### src/rtl/axil_master_queued.sv
// AXI4-Lite master with independent write/read command queues. Each direction issues one
// transaction at a time, returns a done pulse, and flags responses that exceed TIMEOUT cycles.
module axil_master_queued #(
  parameter int unsigned AXI_DATA_WIDTH = 32,
  parameter int unsigned AXI_ADDR_WIDTH = 32,
  parameter int unsigned FIFO_DEPTH     = 4,
  parameter int unsigned TIMEOUT        = 1024,
  localparam int unsigned LW            = $clog2(FIFO_DEPTH) + 1,
  localparam int unsigned SW            = AXI_DATA_WIDTH / 8
) (
  input  logic                      aclk,
  input  logic                      areset,
  // Write command side
  input  logic                      wr_valid,
  output logic                      wr_ready,
  input  logic [AXI_ADDR_WIDTH-1:0] wr_addr,
  input  logic [AXI_DATA_WIDTH-1:0] wr_data,
  input  logic [SW-1:0]             wr_strb,
  output logic                      wr_done,
  output logic [1:0]                wr_error,
  output logic                      wr_timeout,
  output logic [LW-1:0]             wr_level,
  // Read command side
  input  logic                      rd_valid,
  output logic                      rd_ready,
  input  logic [AXI_ADDR_WIDTH-1:0] rd_addr,
  output logic [AXI_DATA_WIDTH-1:0] rd_data,
  output logic                      rd_done,
  output logic [1:0]                rd_error,
  output logic                      rd_timeout,
  output logic [LW-1:0]             rd_level,
  // AXI-Lite master
  output logic [AXI_ADDR_WIDTH-1:0] m_axil_awaddr,
  output logic                      m_axil_awvalid,
  input  logic                      m_axil_awready,
  output logic [AXI_DATA_WIDTH-1:0] m_axil_wdata,
  output logic [SW-1:0]             m_axil_wstrb,
  output logic                      m_axil_wvalid,
  input  logic                      m_axil_wready,
  input  logic [1:0]                m_axil_bresp,
  input  logic                      m_axil_bvalid,
  output logic                      m_axil_bready,
  output logic [AXI_ADDR_WIDTH-1:0] m_axil_araddr,
  output logic                      m_axil_arvalid,
  input  logic                      m_axil_arready,
  input  logic [AXI_DATA_WIDTH-1:0] m_axil_rdata,
  input  logic [1:0]                m_axil_rresp,
  input  logic                      m_axil_rvalid,
  output logic                      m_axil_rready
);

  localparam int unsigned PW  = $clog2(FIFO_DEPTH);
  localparam int unsigned WEW = AXI_ADDR_WIDTH + AXI_DATA_WIDTH + SW;
  localparam int unsigned TW  = (TIMEOUT > 1) ? $clog2(TIMEOUT + 1) : 1;
  localparam bit          TO_EN   = (TIMEOUT != 0);
  localparam logic [TW-1:0] TO_MAX  = TW'(TIMEOUT);
  localparam logic [TW-1:0] TO_LAST = TW'(TIMEOUT - 1);

  typedef enum logic [1:0] {WIdle, WIssue, WResp} wr_state_e;
  typedef enum logic [1:0] {RIdle, RIssue, RResp} rd_state_e;

  // ---------------------------------------------------------------- write queue
  logic [WEW-1:0] wq_mem [FIFO_DEPTH];
  logic [PW-1:0]  wq_wptr_q, wq_rptr_q;
  logic [LW-1:0]  wq_level_q;
  logic           wq_push, wq_pop, wq_empty;
  logic [WEW-1:0] wq_head;

  assign wr_ready = (wq_level_q != LW'(FIFO_DEPTH));
  assign wq_empty = (wq_level_q == '0);
  assign wq_push  = wr_valid && wr_ready;
  assign wq_head  = wq_mem[wq_rptr_q];
  assign wr_level = wq_level_q;

  always_ff @(posedge aclk) begin
    if (wq_push) wq_mem[wq_wptr_q] <= {wr_addr, wr_data, wr_strb};
  end

  always_ff @(posedge aclk) begin
    if (areset) begin
      wq_wptr_q  <= '0;
      wq_rptr_q  <= '0;
      wq_level_q <= '0;
    end else begin
      if (wq_push) wq_wptr_q <= wq_wptr_q + PW'(1);
      if (wq_pop)  wq_rptr_q <= wq_rptr_q + PW'(1);
      if (wq_push && !wq_pop)      wq_level_q <= wq_level_q + LW'(1);
      else if (!wq_push && wq_pop) wq_level_q <= wq_level_q - LW'(1);
    end
  end

  // ---------------------------------------------------------------- read queue
  logic [AXI_ADDR_WIDTH-1:0] rq_mem [FIFO_DEPTH];
  logic [PW-1:0]             rq_wptr_q, rq_rptr_q;
  logic [LW-1:0]             rq_level_q;
  logic                      rq_push, rq_pop, rq_empty;

  assign rd_ready = (rq_level_q != LW'(FIFO_DEPTH));
  assign rq_empty = (rq_level_q == '0);
  assign rq_push  = rd_valid && rd_ready;
  assign rd_level = rq_level_q;

  always_ff @(posedge aclk) begin
    if (rq_push) rq_mem[rq_wptr_q] <= rd_addr;
  end

  always_ff @(posedge aclk) begin
    if (areset) begin
      rq_wptr_q  <= '0;
      rq_rptr_q  <= '0;
      rq_level_q <= '0;
    end else begin
      if (rq_push) rq_wptr_q <= rq_wptr_q + PW'(1);
      if (rq_pop)  rq_rptr_q <= rq_rptr_q + PW'(1);
      if (rq_push && !rq_pop)      rq_level_q <= rq_level_q + LW'(1);
      else if (!rq_push && rq_pop) rq_level_q <= rq_level_q - LW'(1);
    end
  end

  // ---------------------------------------------------------------- write FSM
  wr_state_e                 wr_state_q, wr_state_d;
  logic                      awvalid_q, awvalid_d, wvalid_q, wvalid_d;
  logic [AXI_ADDR_WIDTH-1:0] awaddr_q, awaddr_d;
  logic [AXI_DATA_WIDTH-1:0] wdata_q, wdata_d;
  logic [SW-1:0]             wstrb_q, wstrb_d;
  logic                      wr_done_q, wr_done_d, wr_timeout_q, wr_tinc;
  logic [1:0]                wr_error_q, wr_error_d;
  logic [TW-1:0]             wr_tcnt_q;

  always_comb begin
    wr_state_d = wr_state_q;
    awvalid_d  = awvalid_q;
    wvalid_d   = wvalid_q;
    awaddr_d   = awaddr_q;
    wdata_d    = wdata_q;
    wstrb_d    = wstrb_q;
    wr_done_d  = 1'b0;
    wr_error_d = wr_error_q;
    wq_pop     = 1'b0;
    unique case (wr_state_q)
      WIdle: begin
        if (!wq_empty) begin
          wq_pop                       = 1'b1;
          {awaddr_d, wdata_d, wstrb_d} = wq_head;
          awvalid_d                    = 1'b1;
          wvalid_d                     = 1'b1;
          wr_state_d                   = WIssue;
        end
      end
      WIssue: begin
        // AW and W retire independently; move on once both are gone.
        if (m_axil_awready) awvalid_d = 1'b0;
        if (m_axil_wready)  wvalid_d  = 1'b0;
        if (!awvalid_d && !wvalid_d) wr_state_d = WResp;
      end
      WResp: begin
        if (m_axil_bvalid) begin
          wr_error_d = m_axil_bresp;
          wr_done_d  = 1'b1;
          wr_state_d = WIdle;
        end
      end
      default: wr_state_d = WIdle;
    endcase
  end

  assign wr_tinc = TO_EN && (wr_state_q != WIdle) && (wr_tcnt_q != TO_MAX);

  always_ff @(posedge aclk) begin
    if (areset) begin
      wr_state_q   <= WIdle;
      awvalid_q    <= 1'b0;
      wvalid_q     <= 1'b0;
      awaddr_q     <= '0;
      wdata_q      <= '0;
      wstrb_q      <= '0;
      wr_done_q    <= 1'b0;
      wr_error_q   <= '0;
      wr_tcnt_q    <= '0;
      wr_timeout_q <= 1'b0;
    end else begin
      wr_state_q   <= wr_state_d;
      awvalid_q    <= awvalid_d;
      wvalid_q     <= wvalid_d;
      awaddr_q     <= awaddr_d;
      wdata_q      <= wdata_d;
      wstrb_q      <= wstrb_d;
      wr_done_q    <= wr_done_d;
      wr_error_q   <= wr_error_d;
      if (wq_pop)       wr_tcnt_q <= '0;
      else if (wr_tinc) wr_tcnt_q <= wr_tcnt_q + TW'(1);
      wr_timeout_q <= wr_tinc && (wr_tcnt_q == TO_LAST);
    end
  end

  assign m_axil_awaddr  = awaddr_q;
  assign m_axil_awvalid = awvalid_q;
  assign m_axil_wdata   = wdata_q;
  assign m_axil_wstrb   = wstrb_q;
  assign m_axil_wvalid  = wvalid_q;
  assign m_axil_bready  = (wr_state_q == WResp);
  assign wr_done        = wr_done_q;
  assign wr_error       = wr_error_q;
  assign wr_timeout     = wr_timeout_q;

  // ---------------------------------------------------------------- read FSM
  rd_state_e                 rd_state_q, rd_state_d;
  logic                      arvalid_q, arvalid_d;
  logic [AXI_ADDR_WIDTH-1:0] araddr_q, araddr_d;
  logic [AXI_DATA_WIDTH-1:0] rd_data_q, rd_data_d;
  logic                      rd_done_q, rd_done_d, rd_timeout_q, rd_tinc;
  logic [1:0]                rd_error_q, rd_error_d;
  logic [TW-1:0]             rd_tcnt_q;

  always_comb begin
    rd_state_d = rd_state_q;
    arvalid_d  = arvalid_q;
    araddr_d   = araddr_q;
    rd_data_d  = rd_data_q;
    rd_error_d = rd_error_q;
    rd_done_d  = 1'b0;
    rq_pop     = 1'b0;
    unique case (rd_state_q)
      RIdle: begin
        if (!rq_empty) begin
          rq_pop     = 1'b1;
          araddr_d   = rq_mem[rq_rptr_q];
          arvalid_d  = 1'b1;
          rd_state_d = RIssue;
        end
      end
      RIssue: begin
        if (m_axil_arready) begin
          arvalid_d  = 1'b0;
          rd_state_d = RResp;
        end
      end
      RResp: begin
        if (m_axil_rvalid) begin
          rd_data_d  = m_axil_rdata;
          rd_error_d = m_axil_rresp;
          rd_done_d  = 1'b1;
          rd_state_d = RIdle;
        end
      end
      default: rd_state_d = RIdle;
    endcase
  end

  assign rd_tinc = TO_EN && (rd_state_q != RIdle) && (rd_tcnt_q != TO_MAX);

  always_ff @(posedge aclk) begin
    if (areset) begin
      rd_state_q   <= RIdle;
      arvalid_q    <= 1'b0;
      araddr_q     <= '0;
      rd_data_q    <= '0;
      rd_error_q   <= '0;
      rd_done_q    <= 1'b0;
      rd_tcnt_q    <= '0;
      rd_timeout_q <= 1'b0;
    end else begin
      rd_state_q   <= rd_state_d;
      arvalid_q    <= arvalid_d;
      araddr_q     <= araddr_d;
      rd_data_q    <= rd_data_d;
      rd_error_q   <= rd_error_d;
      rd_done_q    <= rd_done_d;
      if (rq_pop)       rd_tcnt_q <= '0;
      else if (rd_tinc) rd_tcnt_q <= rd_tcnt_q + TW'(1);
      rd_timeout_q <= rd_tinc && (rd_tcnt_q == TO_LAST);
    end
  end

  assign m_axil_araddr  = araddr_q;
  assign m_axil_arvalid = arvalid_q;
  assign m_axil_rready  = (rd_state_q == RResp);
  assign rd_data        = rd_data_q;
  assign rd_error       = rd_error_q;
  assign rd_done        = rd_done_q;
  assign rd_timeout     = rd_timeout_q;

endmodule
### config.mk
export PLATFORM = sky130hd
export DESIGN_NAME = axil_master_queued
export DESIGN_NICKNAME = d
export VERILOG_FILES = /design/src/rtl/axil_master_queued.sv
export SDC_FILE = /design/constraint.sdc
export NUM_CORES = 1
export LEC_CHECK = 0
export ABC_AREA = 1
export BUFFER_PORTS_ARGS = -buffer_cell sky130_fd_sc_hd__buf_2
export CELL_PAD_IN_SITES_DETAIL_PLACEMENT = 1
export CELL_PAD_IN_SITES_GLOBAL_PLACEMENT = 2
export CORE_ASPECT_RATIO = 0.7
export CORE_UTILIZATION = 41
export CTS_CLUSTER_DIAMETER = 80
export DETAILED_ROUTE_END_ITERATION = 10
export PLACE_DENSITY_LB_ADDON = 0.05
export SLEW_MARGIN = 30
export SYNTH_ARGS = -nofsm -noshare
export SYNTH_HDL_FRONTEND = slang
export SYNTH_SLANG_ARGS = --single-unit
### constraint.sdc
create_clock -name aclk -period 12.34 [get_ports aclk]
set_input_delay 0.617 -clock aclk [delete_from_list [all_inputs] [get_ports aclk]]
set_output_delay 0.617 -clock aclk [all_outputs]
set_load 0.01 [all_outputs]
==> out/metrics.cfg, run 1 <==
[routing]
vias_per_cell=5.11
drtIter0Drc=743
drc=0
wl_um=57300
vias=15100
wire_per_inst_um=19.3
firstDrtPassIters=5
antenna_left=0

[worst_setup_path]
crit_chain=buf_2, buf_4, clkinv_2, buf_4, nand2_1, a21oi_1
required_ns=12.81
cp-start-kind=input port
arrival_ns=3.42
criticalPathCategory=input port to flop
cp_slowest_cell=clkinv_2
cpMostUsedCell=buf_4
end_kind=flop
r2r_slack_ns=9.47
path_max_fanout=63
slowest_delay_ns=0.87

[clocking]
clk_latency_ns=0.61
cts_inserted_buffers=56
root_buffer=clkbuf_16
cts_tree=built
path_clk_slew_ns=0.06
hold_buffers=0
cts.sink_count=583
clockBufferDepth=3
cts_setup_buffers=0
cts_resized=0
h-tree-depth=2

[logic_synthesis]
syn_nets=2098
ys.flop_type=edfxtp_1
synth-edff-count=400
synthDistinctLibCells=35
yosysSeqAreaShare_pct=70.6
netlist_instances=1937
synthArstFlopShare_pct=0
yosys_warnings=0
syn-cell-area_um2=22200
synth_seq_cells=583
syn_area_per_cell_um2=11.5

[placement]
dp.cells=2860
numPortBuffers=297
place_hpwl_um=32900
gp_congestion=0.756

[grt]
antenna_found_initial=7
grt_pass1_vias=15700
grt_overflow=0
grt_pass1_wl_um=89500
grt_max_degree=74
grt_usage_pct=20.9

[pwr]
ir_worst_vdd_uv=128
powerDensity_nw_per_um2=230
leakagePower_nw=9.56

[flow_run]
cap_violations=0

[die]
rows=70
start_util_pct=42.0
core_um2=52800
fp.dieH_um=197
die_area_um2=55100
die_w_um=280
ioPinCount=298

[timing]
tightest_slew_ns=0.974
clock_skew_ns=0.0189
fmax_ghz=0.339
setup_tns_ns=0
setup_viol=0
finalCriticalPeriod_ns=2.95
fin_crit_sh_pct=23.9
drv_slew=0
grt_setup_unrepaired=no
hold_viol_final=0
slew_headroom_pct=35.1

[layout]
drive_gt1_share_pct=19.5
syn_to_final_growth_pct=16.5
final_core_util_pct=48.9
fin_nets=2359
final_cells=2963

[outcome]
status=finished clean

[min_path]
hold_class=input port to flop

## routing by layer
| layer | wire length, um | global-route usage [%] | share of wire (%) | vias to the layer above |
|---|---|---|---|---|
| met5 | 70 | 0 | 0.12 | - |
| met4 | 1090 | 5.65 | 1.9 | 10 |
| met3 | 2470 | 3.95 | 4.3 | 82 |
| met2 | 27300 | 35.1 | 48 | 238 |
| met1 | 26300 | 27.9 | 46 | 7489 |
| li1 | - | - | - | 7317 |
## through the flow
step	power (mW)	setup WS (ns)	instance area (um^2)	hold slack, ns
2_1_floorplan	3.79	8.12	22200	0.468
3_3_place_gp	4.29	8.73	24000	0.446
3_5_place_dp	4.36	8.72	24100	0.454
4_1_cts	6.03	9.35	25800	0.172
5_1_grt	6.31	9.17	25800	0.196
6_report	5.94	9.39	25800	0.215
## logic make-up after synthesis
family	share of synthesized area, %
AOI/OAI and AO/OA	12.0
xor gates and xnor gates	0.355
adders and majority gates	0.970
buffers and inverters	4.34
DFF	70.6
and+or+nand+nor	11.7
## registers in the layout, indices dropped and copies added, names as in the netlist, 3 cells and up
| signal | flops |
|---|---|
| wr_tcnt_q | 11 |
| rd_level | 3 |
| wq_mem | 272 |
| rd_data | 32 |
| m_axil_wstrb | 4 |
| m_axil_wdata | 32 |
| wr_level | 3 |
| rq_mem | 128 |
| m_axil_awaddr | 32 |
| rd_tcnt_q | 11 |
| m_axil_araddr | 32 |
## worst max-delay path, delay by kind of cell
family,cells,cell delay (ns)
AO/OA/AOI/OAI,1,0.08
AND/OR/NAND/NOR,1,0.58
buffers and inverters,4,2.07
## Yosys cell counts (all sizes together), types with 5 or more instances
library cell | count | area, um^2
nor3 | 5 | 30.0
o22ai | 100 | 626
a21oi | 75 | 417
inv | 59 | 224
ha | 14 | 175
nand2 | 142 | 541
clkbuf | 42 | 168
dfxtp | 183 | 3660
o21ai | 316 | 1590
buf | 74 | 568
nand3 | 50 | 250
nor2 | 455 | 1730
edfxtp | 400 | 12000
xor2 | 9 | 78.8
## path summary, 6_finish.rpt
path / startpoint / to / depth (start not counted)
setup / recovery: areset / rd_tcnt_q[9] / 6
hold / removal: rd_addr[15] / rq_mem[0][15] / 1
setup reg to reg: rd_level[2] / rd_level[2] / 12
hold reg to reg: rd_data[24] / rd_data[24] / 2
## layout by cell type, fill, tap and decap left out, types with 19 or more instances in the layout
cell / netlist / layout
a21oi_1: 64 / 64
buf_2: 34 / 297
buf_4: 10 / 19
clkbuf_1: 36 / 19
clkbuf_16: 0 / 57
dfxtp_1: 183 / 179
edfxtp_1: 400 / 400
inv_1: 49 / 48
nand2_1: 139 / 138
nand3_1: 50 / 50
nor2_1: 450 / 442
o21ai_0: 232 / 232
o21ai_1: 83 / 83
o22ai_1: 100 / 100
## power breakdown
group | switching, mW | internal, mW | leakage [nW]
Sequential | 0.185 | 2.40 | 5.17
Clock | 0.722 | 0.936 | 0.854
Combinational | 1.18 | 0.518 | 3.53
## layout make-up
type | count | area [um^2]
tap | 720 | 901
sequential | 583 | 15700
fill | 5739 | 27000
antenna | 1 | 2.50
multi-input combinational | 1178 | 5590
inverter | 60 | 233
clock inverter | 21 | 184
timing repair buffer | 319 | 1690
clock buffer | 81 | 1560
No activity file was read; power rests on OpenSTA's default activity.
==> run 2, diff against run 1 <==
--- a/config.mk
+++ b/config.mk
@@ -10,7 +10,7 @@
 export CELL_PAD_IN_SITES_DETAIL_PLACEMENT = 1
 export CELL_PAD_IN_SITES_GLOBAL_PLACEMENT = 2
 export CORE_ASPECT_RATIO = 0.7
-export CORE_UTILIZATION = 41
+export CORE_UTILIZATION = 34
 export CTS_CLUSTER_DIAMETER = 80
 export DETAILED_ROUTE_END_ITERATION = 10
 export PLACE_DENSITY_LB_ADDON = 0.05
==> constraint.sdc (replaced) <==
create_clock -name aclk -period 2.6 [get_ports aclk]
set_input_delay 0.13 -clock aclk [delete_from_list [all_inputs] [get_ports aclk]]
set_output_delay 0.13 -clock aclk [all_outputs]
set_load 0.01 [all_outputs]
==> run 2 against run 1 <==
Net effect: wire length grew 8.6%; sequential cell count is the same; via count grew 5.2%; global-route usage shrank 2.2 points; critical endpoint is now wr_error[0].
==> out/metrics.cfg, run 2 (same netlist as run 1, synthesis figures left out) <==
[timing]
hold_viol_final=0  ; unchanged
drv_slew=0  ; unchanged
setup_viol=0  ; unchanged
fmax_ghz=0.468
clock_skew_ns=0.0131  ; was 0.0189 ns
setup_tns_ns=0  ; unchanged
grt_setup_unrepaired=no  ; unchanged
slew_headroom_pct=52.1  ; was 35.1%
tightest_slew_ns=0.719  ; was 0.974 ns
fin_crit_sh_pct=82.2
finalCriticalPeriod_ns=2.14

[placement]
numPortBuffers=297  ; unchanged
place_hpwl_um=35100  ; was 32,900 um
gp_congestion=0.716  ; was 0.756

[worst_setup_path]
cpMostUsedCell=dlygate4sd3_1  ; was buf_4
required_ns=3.17  ; was 12.81 ns
critPathBufInv=3  ; was 4
crit_chain=inv_2, nor2_1, nand3_1, dlygate4sd3_1, a21oi_1, dlygate4sd3_1  ; was buf_2, buf_4, clkinv_2, buf_4, nand2_1, a21oi_1
slowest_delay_ns=0.58  ; was 0.87 ns
arrival_ns=2.70  ; was 3.42 ns
cp-start-kind=flop  ; was input port
path_delay_family=buffers and inverters  ; unchanged
path_max_fanout=5  ; was 63
end_kind=flop  ; unchanged
cp_slowest_cell=dlygate4sd3_1  ; was clkinv_2
criticalPathCategory=flop to flop  ; was input port to flop

[clocking]
cts.sink_count=583  ; unchanged
h-tree-depth=2  ; unchanged
cts_tree=built  ; unchanged
clockBufferDepth=3  ; unchanged
cts_inserted_buffers=59  ; was 56
root_buffer=clkbuf_16  ; unchanged
clk_latency_ns=0.63  ; was 0.61 ns
path_clk_slew_ns=0.06  ; about the same

[routing]
vias=15900  ; was 15,100
vias_per_cell=4.85  ; was 5.11
firstDrtPassIters=4  ; was 5
drtIter0Drc=753  ; was 743
antenna_left=0  ; unchanged
drc=0  ; unchanged
wire_per_inst_um=18.9  ; was 19.3 um
wl_um=62200  ; was 57,300 um

[pwr]
p_int_mw=19.4  ; was 3.85 mW
p_seq_share_pct=40.2  ; was 43.5%
powerDensity_nw_per_um2=1060  ; was 230 nW/um^2
clkPwrFrac_pct=29.5  ; was 27.9%
finalPower_mw=29.7  ; was 5.94 mW
p_comb_share_pct=30.3  ; was 28.6%
p_sw_share_pct=34.7  ; was 35.1%
leakagePower_nw=10.4  ; was 9.56 nW
ir_worst_vdd_uv=898  ; was 128 uV
switchingPower_mw=10.3  ; was 2.08 mW

[layout]
final_common_cell=nor2_1  ; unchanged
largest_register_ffs=272  ; unchanged
drive_gt1_share_pct=19.6  ; was 19.5%
diodes=0  ; was 1
top_regs=wq_mem: 272 flops, rq_mem: 128 flops  ; unchanged
syn_to_final_growth_pct=26.3  ; was 16.5%
top_register=wq_mem  ; unchanged
layout_common_cells=nor2_1, edfxtp_1, buf_2  ; unchanged
fin_nets=2527  ; was 2,359
n_fill_cell=6902  ; was 5,739

[die]
fp.dieH_um=216  ; was 197 um
core_um2=63800  ; was 52,800 um^2
die_area_um2=66300  ; was 55,100 um^2
die_w_um=307  ; was 280 um
ioPinCount=298  ; unchanged
rows=77  ; was 70
start_util_pct=34.8  ; was 42.0%

[grt]
grt_pass1_vias=16800  ; was 15,700
grt_max_degree=138  ; was 74
grt_overflow=0  ; unchanged
grt_usage_pct=18.8  ; was 20.9%
grt_pass1_wl_um=97100  ; was 89,500 um
antenna_found_initial=0  ; was 7

[outcome]
status=finished clean  ; unchanged

[flow_run]
cap_violations=0  ; unchanged

[min_path]
hold_class=input port to flop  ; unchanged

[run 2: changes by cell type in the layout (fill, tap and decap cells not counted), sizes merged]
| cell | change |
|---|---|
| dlygate4sd3 | +148 |
| buf | +17 |
| clkbuf | +13 |
| diode | -1 |
| clkinv | -5 |
[run 2: path summary, 6_finish.rpt]
path | from | to | slack (ns) | cells past startpoint
min reg2reg | rd_error[0] | rd_error[0] | 0.46 | 2
min | rd_valid | rq_wptr_q[1] | 0.04 | 3
max | wr_state_q[1] | wr_error[0] | 0.46 | 6
max reg2reg | wr_state_q[1] | wr_error[0] | 0.46 | 6
[run 2: per-layer routing]
| layer | wire length (um) | global-route usage [%] |
|---|---|---|
| met5 | 0 | 0 |
| met3 | 2220 | 3.01 |
| met4 | 1050 | 4.68 |
| met2 | 29800 | 31.9 |
| met1 | 29100 | 25.0 |
[run 2: worst register-to-register path: stages, from the launching register on]
cell and delay, ns:
dfxtp_1 0.32, inv_2 0.05, nor2_1 0.30, nand3_1 0.13, dlygate4sd3_1 0.58, a21oi_1 0.15, dlygate4sd3_1 0.55
[run 2: timing repair]
action	in CTS	in global routing
endpoints found under the hold margin	449	0
hold buffers	148	0
gates resized for setup	0	0
setup buffers	0	0
[run 2: final cells by class]
class	count	area (um^2)	area share, %
timing repair buffer	484	3440	12.3
clock buffer	94	1840	6.57
sequential	583	15700	55.9
clock inverter	16	169	0.602
multi-input combinational	1178	5590	19.9
inverter	60	229	0.817
tap	869	1090	3.88
[run 2: through the flow]
step	utilization (%)	instances	worst slack, ns	hold slack (ns)	cell area [um^2]
2_1_floorplan	-	1937	-0.520	0.229	22200
3_3_place_gp	38.5	3026	0.542	0.339	24500
3_5_place_dp	38.5	3026	0.480	0.347	24500
4_1_cts	44.0	3284	0.473	0.00278	28000
5_1_grt	44.0	3284	0.271	0.0512	28000
6_report	44.0	3284	0.463	0.0413	28000
[run 2: power by group through the flow]
stage | Clock, mW | Combinational, mW | Sequential (mW)
2_1_floorplan | 0 | 5.62 | 12.4
3_3_place_gp | 0 | 8.88 | 12.1
3_5_place_dp | 0 | 9.05 | 12.1
4_1_cts | 9.06 | 9.28 | 11.9
5_1_grt | 9.40 | 10.1 | 12.1
6_report | 8.76 | 9.00 | 11.9
==> run 3, diff against run 2 <==
==> constraint.sdc (replaced) <==
create_clock -name aclk -period 1.9 [get_ports aclk]
set_input_delay 0.095 -clock aclk [delete_from_list [all_inputs] [get_ports aclk]]
set_output_delay 0.095 -clock aclk [all_outputs]
set_load 0.01 [all_outputs]
==> run 3 against run 2 <==
Net effect: register-to-register slack worse by 0.35 ns; die area unchanged; sequential power up 39%; first-iteration DRC count up 13%; total power up 40%; core utilization up 1.1 points; critical path type unchanged; largest power group unchanged.
==> out/metrics.cfg, run 3 (same netlist as run 1, synthesis figures left out) <==
[grt]
antenna_found_initial=6  ; was 0
grt_pass1_vias=16900  ; was 16,800
grt_max_degree=76  ; was 138
grt_pass1_wl_um=98100  ; was 97,100 um
grt_usage_pct=18.9  ; was 18.8%
grt_overflow=0  ; unchanged

[pwr]
powerDensity_nw_per_um2=1450  ; was 1060 nW/um^2
ir_worst_vdd_uv=815  ; was 898 uV
clkPwrFrac_pct=29.4  ; was 29.5%
finalPower_mw=41.5  ; was 29.7 mW
leakagePower_nw=10.7  ; was 10.4 nW
p_seq_share_pct=39.7  ; was 40.2%
p_sw_share_pct=34.5  ; was 34.7%
p_int_mw=27.2  ; was 19.4 mW
p_comb_share_pct=30.9  ; was 30.3%
switchingPower_mw=14.3  ; was 10.3 mW

[routing]
vias=16000  ; was 15,900
wire_per_inst_um=18.8  ; was 18.9 um
firstDrtPassIters=4  ; unchanged
antenna_left=0  ; unchanged
vias_per_cell=4.81  ; was 4.85
drtIter0Drc=851  ; was 753
drc=0  ; unchanged
wl_um=62600  ; was 62,200 um

[placement]
gp_congestion=0.729  ; was 0.716
placed_cell_area_um2=24900  ; was 24,500 um^2
numPortBuffers=297  ; unchanged
post-place-ws_ns=0.0451  ; was 0.480 ns
dp.cells=3046  ; was 3,026
place_hpwl_um=36500  ; was 35,100 um

[worst_setup_path]
cp-start-kind=flop  ; unchanged
criticalPathCategory=flop to flop  ; unchanged
path_max_fanout=35  ; was 5
regToRegEndpoint=rd_data[5]  ; was wr_error[0]
arrival_ns=2.33  ; was 2.70 ns
r2r_slack_ns=0.11  ; was 0.46 ns
reg2reg_from=rd_state_q[1]  ; was wr_state_q[1]
end_kind=flop  ; unchanged
required_ns=2.44  ; was 3.17 ns
r2r_cells=6  ; unchanged

[die]
die_w_um=307  ; unchanged
fp.dieH_um=216  ; unchanged
start_util_pct=34.8  ; unchanged
die_area_um2=66300  ; unchanged
core_um2=63800  ; unchanged
rows=77  ; unchanged
ioPinCount=298  ; unchanged

[clocking]
h-tree-depth=2  ; unchanged
path_clk_slew_ns=0.06  ; about the same
clk_latency_ns=0.63  ; about the same
root_buffer=clkbuf_16  ; unchanged
clockBufferDepth=3  ; unchanged
cts.sink_count=583  ; unchanged
cts_tree=built  ; unchanged
cts_inserted_buffers=59  ; unchanged

[outcome]
status=finished clean  ; unchanged

[layout]
n_fill_cell=6885  ; was 6,902
layout_common_cells=nor2_1, edfxtp_1, buf_2  ; unchanged
fin_nets=2572  ; was 2,527
drive_gt1_share_pct=20.8  ; was 19.6%
design_area_um2=28700  ; was 28,000 um^2
regArea_um2=15700  ; about the same
top_regs=wq_mem: 272 flops, rq_mem: 128 flops  ; unchanged
largest_register_ffs=272  ; unchanged
final_cells=3332  ; was 3,284
final_common_cell=nor2_1  ; unchanged
multi_input_area_um2=5650  ; was 5590 um^2
syn_to_final_growth_pct=29.4  ; was 26.3%
top_register=wq_mem  ; unchanged

[min_path]
min_from=m_axil_rvalid  ; was rd_valid
whs_path_depth=4  ; was 3
hold_end=rd_state_q[1]  ; was rq_wptr_q[1]
hold_class=input port to flop  ; unchanged

[timing]
fin_crit_sh_pct=94.0  ; was 82.2%
drv_slew=0  ; unchanged
finalCriticalPeriod_ns=1.79  ; was 2.14 ns
grt_setup_unrepaired=yes  ; was no
tightest_slew_ns=0.477  ; was 0.719 ns
fmax_ghz=0.560  ; was 0.468 GHz
setup_viol=0  ; unchanged
hold_viol_final=0  ; unchanged
slew_headroom_pct=68.2  ; was 52.1%
clock_skew_ns=0.0248  ; was 0.0131 ns
fin_ws_ns=0.113  ; was 0.463 ns

[flow_run]
cap_violations=0  ; unchanged

[run 3: cell types whose count changed in the layout (fill, tap and decap cells not counted), sizes merged]
cell	change
clkbuf	-11
clkinvlp	+4
bufinv	+4
dlygate4sd3	+21
diode	+2
clkinv	+5
buf	+24
inv	-1
[run 3: metal layers]
layer | GRT usage, % | share of wire (%) | wire length (um) | vias up
li1 | - | - | - | 7758
met1 | 25.6 | 47 | 29400 | 7953
met2 | 31.5 | 47 | 29600 | 235
met3 | 3.33 | 3.8 | 2390 | 85
met4 | 4.56 | 1.8 | 1140 | 6
met5 | 0 | 0.059 | 37 | -
[run 3: area by class of cell]
cell class	instances	area share [%]
diodes	2	0.0174
clock buffers	83	5.92
clock inverters	28	1.19
inverters	60	0.815
multi-input cells	1178	19.7
flip-flops and latches	583	54.7
well taps	869	3.79
repair buffers	529	13.9
[run 3: how the worst max path moves through the flow]
stage | startpoint | end | cells past startpoint
after floorplan | rd_level[0] | rq_mem[0][0] | 4
after global placement | rd_level[0] | rd_level[2] | 11
after detailed placement | rd_level[0] | rd_level[2] | 11
after CTS | rd_level[0] | rd_level[2] | 11
after global routing | rd_level[2] | rd_level[2] | 12
final | rd_state_q[1] | rd_data[5] | 6
[run 3: metrics by stage]
stage / setup TNS, ns / utilization [%] / hold slack (ns)
global route: -0.0382 / 45.0 / 0.0884
floorplan: -76.80 / - / 0.194
CTS: 0 / 44.9 / 0.0294
detailed placement: 0 / 39.0 / 0.311
global placement: 0 / 39.0 / 0.302
finish: 0 / 45.0 / 0.0597
[run 3: worst max-delay path, stage by stage, from the launching register on]
cell	delay [ns]
dfxtp_1	0.32
inv_2	0.06
nor2_2	0.15
buf_6	0.29
nand3_1	0.11
a21oi_1	0.20
dlygate4sd3_1	0.58
[run 3: power groups by stage]
stage	logic (mW)	clock network (mW)	registers [mW]
after CTS	13.0	12.6	16.5
after floorplan	7.75	0	16.9
after global placement	12.4	0	16.7
after detailed placement	12.6	0	16.7
after global routing	14.4	13.1	16.7
final	12.8	12.2	16.5
[run 3: repair_timing]
action | CTS | global route
endpoints found under the setup margin | 1 | 25
hold endpoints to repair | 452 | 0
gates resized for setup | 2 | 16
pin swaps | 1 | 5
hold buffers | 169 | 0
setup buffers | 1 | 3
